==> config.mk <==
export PLATFORM = sky130hd
export DESIGN_NAME = run_monitor
export DESIGN_NICKNAME = d
export VERILOG_FILES = /design/src/rtl/run_monitor.sv
export SDC_FILE = /design/constraint.sdc
export NUM_CORES = 1
export LEC_CHECK = 0
export CAP_MARGIN = 10
export CORE_AREA = 2 2 159 161
export DETAILED_ROUTE_END_ITERATION = 7
export DIE_AREA = 0 0 161 163
export PLACE_DENSITY_LB_ADDON = 0.2
export SLEW_MARGIN = 5
export SYNTH_ARGS = -nofsm -noshare
export SYNTH_HDL_FRONTEND = slang
export SYNTH_SLANG_ARGS = --single-unit
==> constraint.sdc <==
create_clock -name clk -period 1.98 [get_ports clk]
set_clock_uncertainty 0.15 [all_clocks]
set_input_delay 0.396 -clock clk [delete_from_list [all_inputs] [get_ports clk]]
set_output_delay 0.396 -clock clk [all_outputs]
set_load 0.03 [all_outputs]
==> src/rtl/run_monitor.sv <==
// Observer for processor instruction tests: watches fetch PC and data-memory writes,
// folds writes into a signature and reports halt (jump-to-self) or cycle-budget timeout.
//
// state     | meaning
// ----------+-------------------------------------------------------------
// S_IDLE    | waiting for start; outputs hold reset/abort values
// S_RUN     | sampling pc/mem_* every edge, counting cycles, folding writes
// S_HALTED  | repeated PC seen HALT_REPEAT+1 times in a row; verdict frozen
// S_TIMEOUT | cycle budget exhausted without a halt; verdict frozen
module run_monitor #(
  parameter int          HALT_REPEAT    = 3,
  parameter int          TIMEOUT_CYCLES = 10000,
  parameter logic [31:0] SIG_INIT       = 32'hFFFF_FFFF
) (
  input  logic        clk,
  input  logic        reset,
  input  logic        start,
  input  logic [31:0] pc,
  input  logic        mem_we,
  input  logic [31:0] mem_addr,
  input  logic [31:0] mem_wdata,
  input  logic [31:0] expected_sig,
  output logic        busy,
  output logic        done,
  output logic        pass,
  output logic        timeout,
  output logic [31:0] cycles,
  output logic [31:0] signature,
  output logic [31:0] halt_pc
);

  localparam int              RW        = $clog2(HALT_REPEAT + 1);
  localparam logic [RW-1:0]   HALT_LAST = RW'(HALT_REPEAT - 1);
  localparam logic [RW-1:0]   HALT_MAX  = RW'(HALT_REPEAT);
  localparam logic [31:0]     TC_LAST   = 32'(TIMEOUT_CYCLES - 1);

  typedef enum logic [1:0] {
    S_IDLE,
    S_RUN,
    S_HALTED,
    S_TIMEOUT
  } state_t;

  state_t        state, state_nxt;
  logic [31:0]   cycles_nxt, signature_nxt, halt_pc_nxt;
  logic [31:0]   prev_pc, prev_pc_nxt;
  logic [RW-1:0] repeat_cnt, repeat_cnt_nxt;
  logic          first_sample, first_sample_nxt;
  logic          same_pc, halt_hit, tc_hit;

  always_ff @(posedge clk) begin
    if (reset) begin
      state        <= S_IDLE;
      cycles       <= '0;
      signature    <= '0;
      halt_pc      <= '0;
      prev_pc      <= '0;
      repeat_cnt   <= '0;
      first_sample <= 1'b0;
    end else begin
      state        <= state_nxt;
      cycles       <= cycles_nxt;
      signature    <= signature_nxt;
      halt_pc      <= halt_pc_nxt;
      prev_pc      <= prev_pc_nxt;
      repeat_cnt   <= repeat_cnt_nxt;
      first_sample <= first_sample_nxt;
    end
  end

  always_comb begin
    state_nxt        = state;
    cycles_nxt       = cycles;
    signature_nxt    = signature;
    halt_pc_nxt      = halt_pc;
    prev_pc_nxt      = prev_pc;
    repeat_cnt_nxt   = repeat_cnt;
    first_sample_nxt = first_sample;

    same_pc  = (pc == prev_pc);
    halt_hit = (state == S_RUN) && !first_sample && same_pc && (repeat_cnt == HALT_LAST);
    tc_hit   = (cycles == TC_LAST);

    case (state)
      S_RUN: begin
        cycles_nxt  = cycles + 32'd1;
        prev_pc_nxt = pc;
        if (mem_we)
          signature_nxt = {signature[30:0], signature[31]} ^ mem_addr ^ mem_wdata;

        if (first_sample) begin
          repeat_cnt_nxt   = '0;
          first_sample_nxt = 1'b0;
        end else if (same_pc) begin
          repeat_cnt_nxt = (repeat_cnt == HALT_MAX) ? repeat_cnt : repeat_cnt + 1'b1;
        end else begin
          repeat_cnt_nxt = '0;
        end

        // halt outranks timeout when both land on the same edge
        if (halt_hit) begin
          state_nxt   = S_HALTED;
          halt_pc_nxt = pc;
        end else if (tc_hit) begin
          state_nxt = S_TIMEOUT;
        end
      end

      default: begin
        if (start) begin
          state_nxt        = S_RUN;
          signature_nxt    = SIG_INIT;
          cycles_nxt       = '0;
          repeat_cnt_nxt   = '0;
          first_sample_nxt = 1'b1;
        end
      end
    endcase
  end

  assign busy    = (state == S_RUN);
  assign done    = (state == S_HALTED) || (state == S_TIMEOUT);
  assign timeout = (state == S_TIMEOUT);
  assign pass    = (state == S_HALTED) && (signature == expected_sig);

endmodule
---- After elaboration in Yosys (flattened, before gate mapping) ----
Cells that the tools add are included.
word-level totals
  register bits ........................... 133
  input port bits ......................... 132
  output and inout port bits .............. 100
  word-level logic and storage cells ...... 48
cells by class
  $add $sub $neg .......................... 2
  equality and inequality tests ........... 11
  muxes and demuxes ....................... 14
  bitwise operators ....................... 2
  reductions and logical operators ........ 12
operators with widths
  cell                                                   number
  2-to-1 mux 32 bit                                      5
  equality test 32 bit                                   2
  bitwise XOR 32 bit                                     2
  adder 32 x 1 -> 32 bit, second input constant          1
  equality test 32 x 14 -> 1 bit, second input constant  1
  2-to-1 mux 2 bit                                       9
  equality test 2 bit, second input constant             4
  AND reduction 2 bit                                    4
  logical AND 1 bit                                      4
  inequality test 4 bit, second input constant           1
  inequality test 3 x 1 -> 1 bit, second input constant  1
  adder 2 x 1 -> 2 bit, second input constant            1
  equality test 2 x 1 -> 1 bit, second input constant    1
  inequality test 2 bit, second input constant           1
  nonzero test 2 bit                                     1
  OR reduction 2 bit                                     1
  logical NOT 1 bit                                      1
  logical OR 1 bit                                       1

---- Depth between registers and ports, before layout ----
  word-level depth ........................ 6
  gate-level depth with buffers ........... 8
  gate-level depth less buffers ........... 6

---- Least setup slack after synthesis ----
OpenSTA, ideal clock, no wires.
  kind .................................... register to register
  start ................................... register cycles[0]
  end ..................................... register cycles[22]
  setup time .............................. 0.070 ns
  arrival time ............................ 2.097 ns
  required time ........................... 1.760 ns
  setup slack ............................. -0.337 ns
  stages on the path, launching flop included .. 8
  buffers on the path ..................... 1
  period minus slack after synthesis ...... 2.317 ns
  cells stage by stage .................... dfxtp_1 ha_1 nand3_1 nor4_4 nand3_1 buf_2 or3_1 a21oi_1
between the ends
  longest elaborated chain between the ends .. 2
RTL lines
  item                    RTL line  source
  start, declared         27        output logic [31:0] cycles,
  start signal, assigned  62        cycles <= cycles_nxt;
  adder 32 x 1 -> 32 bit  86        cycles_nxt = cycles + 32'd1;
  2-to-1 mux 32 bit       84        case (state)
No other way between the ends.
A chain may end at the register's enable or synchronous reset.

---- Worst setup path after layout ----
  start ................................... input expected_sig[27]
  end ..................................... output pass
between the ends
  longest elaborated chain between the ends .. 2
RTL lines
  item                  RTL line  source
  start, declared       22        input logic [31:0] expected_sig,
  equality test 32 bit  124       assign pass = (state == S_HALTED) && (signature == expected_sig);
  logical AND 1 bit     124
  end, declared         25        output logic pass,
No other way between the ends.

==> results.py <==
metrics = {
    "timing": {
        "relSlewSlack_pct": 73.7,
        "final.setup.worst_slack_ps": -506,
        "setup_violations": 29,
        "whs_ps": 201,
        "drv_slew": 0,
        "min_period_over_period_pct": 126,
        "finalCriticalPeriod_ps": 2490,
        "fin_setup_tns_ps": -2300,
        "fmax_mhz": 402,
        "hold_viol": 0,
        "tightestPinTransition_ps": 390,
        "rsz0062_at_grt": "yes",
    },
    "placement": {
        "place_congestion": 0.896,
        "place_hpwl_um": 17600,
        "io_buffer_count": 231,
        "dp_slack_ps": -630,
        "dpl.cell_count": 1415,
        "place_area_sq_mm": 0.0102,
    },
    "die": {
        "die_y_um": 163,
        "start_util_pct": 27.3,
        "dieArea_sq_mm": 0.0262,
        "dieWidth_um": 161,
        "pin_count": 232,
        "core_area_sq_mm": 0.0247,
        "rows": 58,
    },
    "setup_path": {
        "ff2ff_setup_slack_ps": -140,
        "crit_fanout": 1,
        "crit_path_top_delay_cell": "clkdlybuf4s50_1",
        "cp_num_buf_inv": 3,
        "crit_chain": "clkdlybuf4s50_1 > xor2_1 > nor4_1 > buf_4 > nand4_1 > and4b_2 > buf_6",
        "worstRegToRegCells": 7,
        "reg2reg_from": "prev_pc[18]",
        "cpPeakStageDelay_ps": 410,
        "crit_start": "expected_sig[27]",
        "crit_type": "in -> out",
        "cp-start-kind": "input port",
        "arrival_ps": 1940,
        "path_delay_family": "buffers and inverters",
        "reg2reg_to": "halt_pc[25]",
        "worstPathRequired_ps": 1430,
        "end_kind": "output port",
    },
    "layout": {
        "multi_input_area_sq_mm": 0.00440,
        "final_cell_mix": "112 x buf_4, 109 x dlygate4sd2_1, 109 x clkdlybuf4s50_1",
        "finalNonFillerCells": 1471,
        "fillCellCount": 2473,
        "drive_above_1_share_pct": 25.2,
        "fin_area_sq_mm": 0.0117,
        "mostFrequentLayoutCell": "buf_4",
        "nets": 1263,
        "antenna_cells": 0,
        "finish.utilization_pct": 47.4,
        "seq_area_sq_mm": 0.00272,
        "area_growth_pct": 73.9,
    },
    "logic_synthesis": {
        "syn-cell-area_sq_mm": 0.00673,
        "ys.flop_type": "dfxtp_1",
        "synth-edff-count": 0,
        "ys_seq_area_share_pct": 39.6,
        "netlist_instances": 799,
        "ys_seq_elements": 133,
        "synthArstFlopShare_pct": 0,
        "yosysWarnings": 0,
        "synth_area_leaders": "dfxtp_1 40%, xnor2_1 11%, a21oi_1 6.0%",
        "yosys.area.top_type": "dfxtp_1",
        "syn-num-nets": 934,
        "syn_area_per_cell_sq_um": 8.42,
        "synth_top_area_share_pct": 39.6,
        "ys_types": 51,
    },
    "routing": {
        "viasPerCell": 4.88,
        "drcViolationCount": 0,
        "drt_pass1_iterations": 6,
        "vias": 7172,
        "wirelength_um": 25100,
        "routedWlPerCell_um": 17.1,
        "drtIter0Drc": 399,
        "ant_nets": 0,
    },
    "clock_tree": {
        "clk_latency_ps": 420,
        "cts_max_level": 4,
        "postCtsHoldBufs": 0,
        "cts-root-buf": "clkbuf_16",
        "numCtsBuffers": 17,
        "clk_pin_slew_ps": 60,
        "cts_buffer_depth": 2,
        "clock_sinks": 133,
        "cts_tree": "yes",
    },
    "worst_hold_path": {
        "hold_end": "halt_pc[24]",
        "hold_path_class": "in -> reg",
        "min_path_cells": 3,
        "hp-start": "pc[24]",
    },
    "power_and_ir_drop": {
        "switching_share_pct": 28.4,
        "internal-power_mw": 5.49,
        "cellPowerDensity_mw_per_mm2": 655,
        "power_frac_seq_pct": 37.8,
        "clockPowerShare_pct": 41.9,
        "total_power_mw": 7.67,
        "p_switching_mw": 2.17,
        "pwr-share-comb_pct": 20.3,
        "ir_drop_mv": 0.419,
        "leakage_nw": 4.73,
    },
    "global_route": {
        "overflow": 0,
        "grt_pass1_wl_um": 37600,
        "grt.total_usage_pct": 18.3,
        "antenna_found_initial": 0,
        "grt_max_degree": 73,
        "grt_pass1_vias": 6910,
    },
    "status": {
        "violations": "negative setup slack",
        "status": "complete, but fails checks",
    },
    "run": {
        "drv_cap": 0,
    },
}
worst reg2reg max path: cells and delay by family, from the launching register on:
| family | cells | cell delay, ps |
|---|---|---|
| AO/OA/AOI/OAI | 2 | 300 |
| XOR/XNOR | 1 | 150 |
| buffers and inverters | 2 | 440 |
| flip-flops | 1 | 330 |
| AND/OR/NAND/NOR | 2 | 640 |
layout make-up:
cell class              instances  share of cell area [%]
clock buffers                  19                    3.79
clock inverters                13                    1.26
inverters                      14                   0.492
multi-input cells             594                    37.6
flip-flops and latches        133                    23.2
well taps                     330                    3.53
repair buffers                368                    30.1
sequential cells by signal (all words and copies together) (netlist names):
register,count
state,2
halt_pc,32
cycles,32
first_sample,1
repeat_cnt,2
signature,32
prev_pc,32
power groups by stage:
| stage | combinational (mW) | clock [mW] | sequential (mW) |
|---|---|---|---|
| floorplan | 0.585 | 0 | 3.09 |
| finish | 1.56 | 3.21 | 2.90 |
| CTS | 1.53 | 3.29 | 2.89 |
| global route | 1.67 | 3.43 | 2.91 |
| global placement | 1.56 | 0 | 2.95 |
| detailed placement | 1.56 | 0 | 2.95 |
logic make-up after synthesis:
family / after synthesis / share of synthesized area (%)
flip-flops: 133 / 39.6
AND/OR/NAND/NOR: 277 / 21.5
adder cells (fa/ha/maj): 3 / 0.558
AO/OA/AOI/OAI: 179 / 16.4
XOR/XNOR: 127 / 16.5
multiplexers: 8 / 1.28
buffers and inverters: 72 / 4.13
cells in the mapped netlist, drive strengths merged (2+ instances only):
master and count:
clkbuf 40, buf 18, o21ai 7, a31oi 2, dfxtp 133, o31ai 33
xor2 39, mux2i 3, o41ai 4, and4 9, o22ai 33, xnor2 88
a311oi 3, or2 4, and2 2, and3 5, mux2 5, or3 3
ha 3, nor2 58, nand3 15, nand2 89, nand3b 3, nand2b 3
o211ai 7, inv 13, nand4 52, nor3 8, a21oi 81, nor4 20
and4b 2
metal layers:
layer | global-route usage, % | routed length [um] | up-vias
li1 | - | - | 3536
met5 | 0 | 0 | -
met1 | 22.6 | 10800 | 3372
met4 | 5.93 | 450 | 0
met3 | 4.79 | 1610 | 24
met2 | 31.2 | 12300 | 240
how the worst max path moves through the flow:
stage,end,slack (ps),depth (start not counted)
after floorplan,cycles[31],-90,6
after global placement,pass,-660,8
after detailed placement,pass,-630,8
after CTS,pass,-550,7
after global routing,pass,-630,7
final,pass,-510,7
what timing repair did:
item,CTS,global route
resized for setup,128,127
endpoints found under the setup margin,134,47
gates cloned,4,5
pin swaps,12,52
setup buffers,5,10
Note: power is estimated with default switching activity, not from simulation.
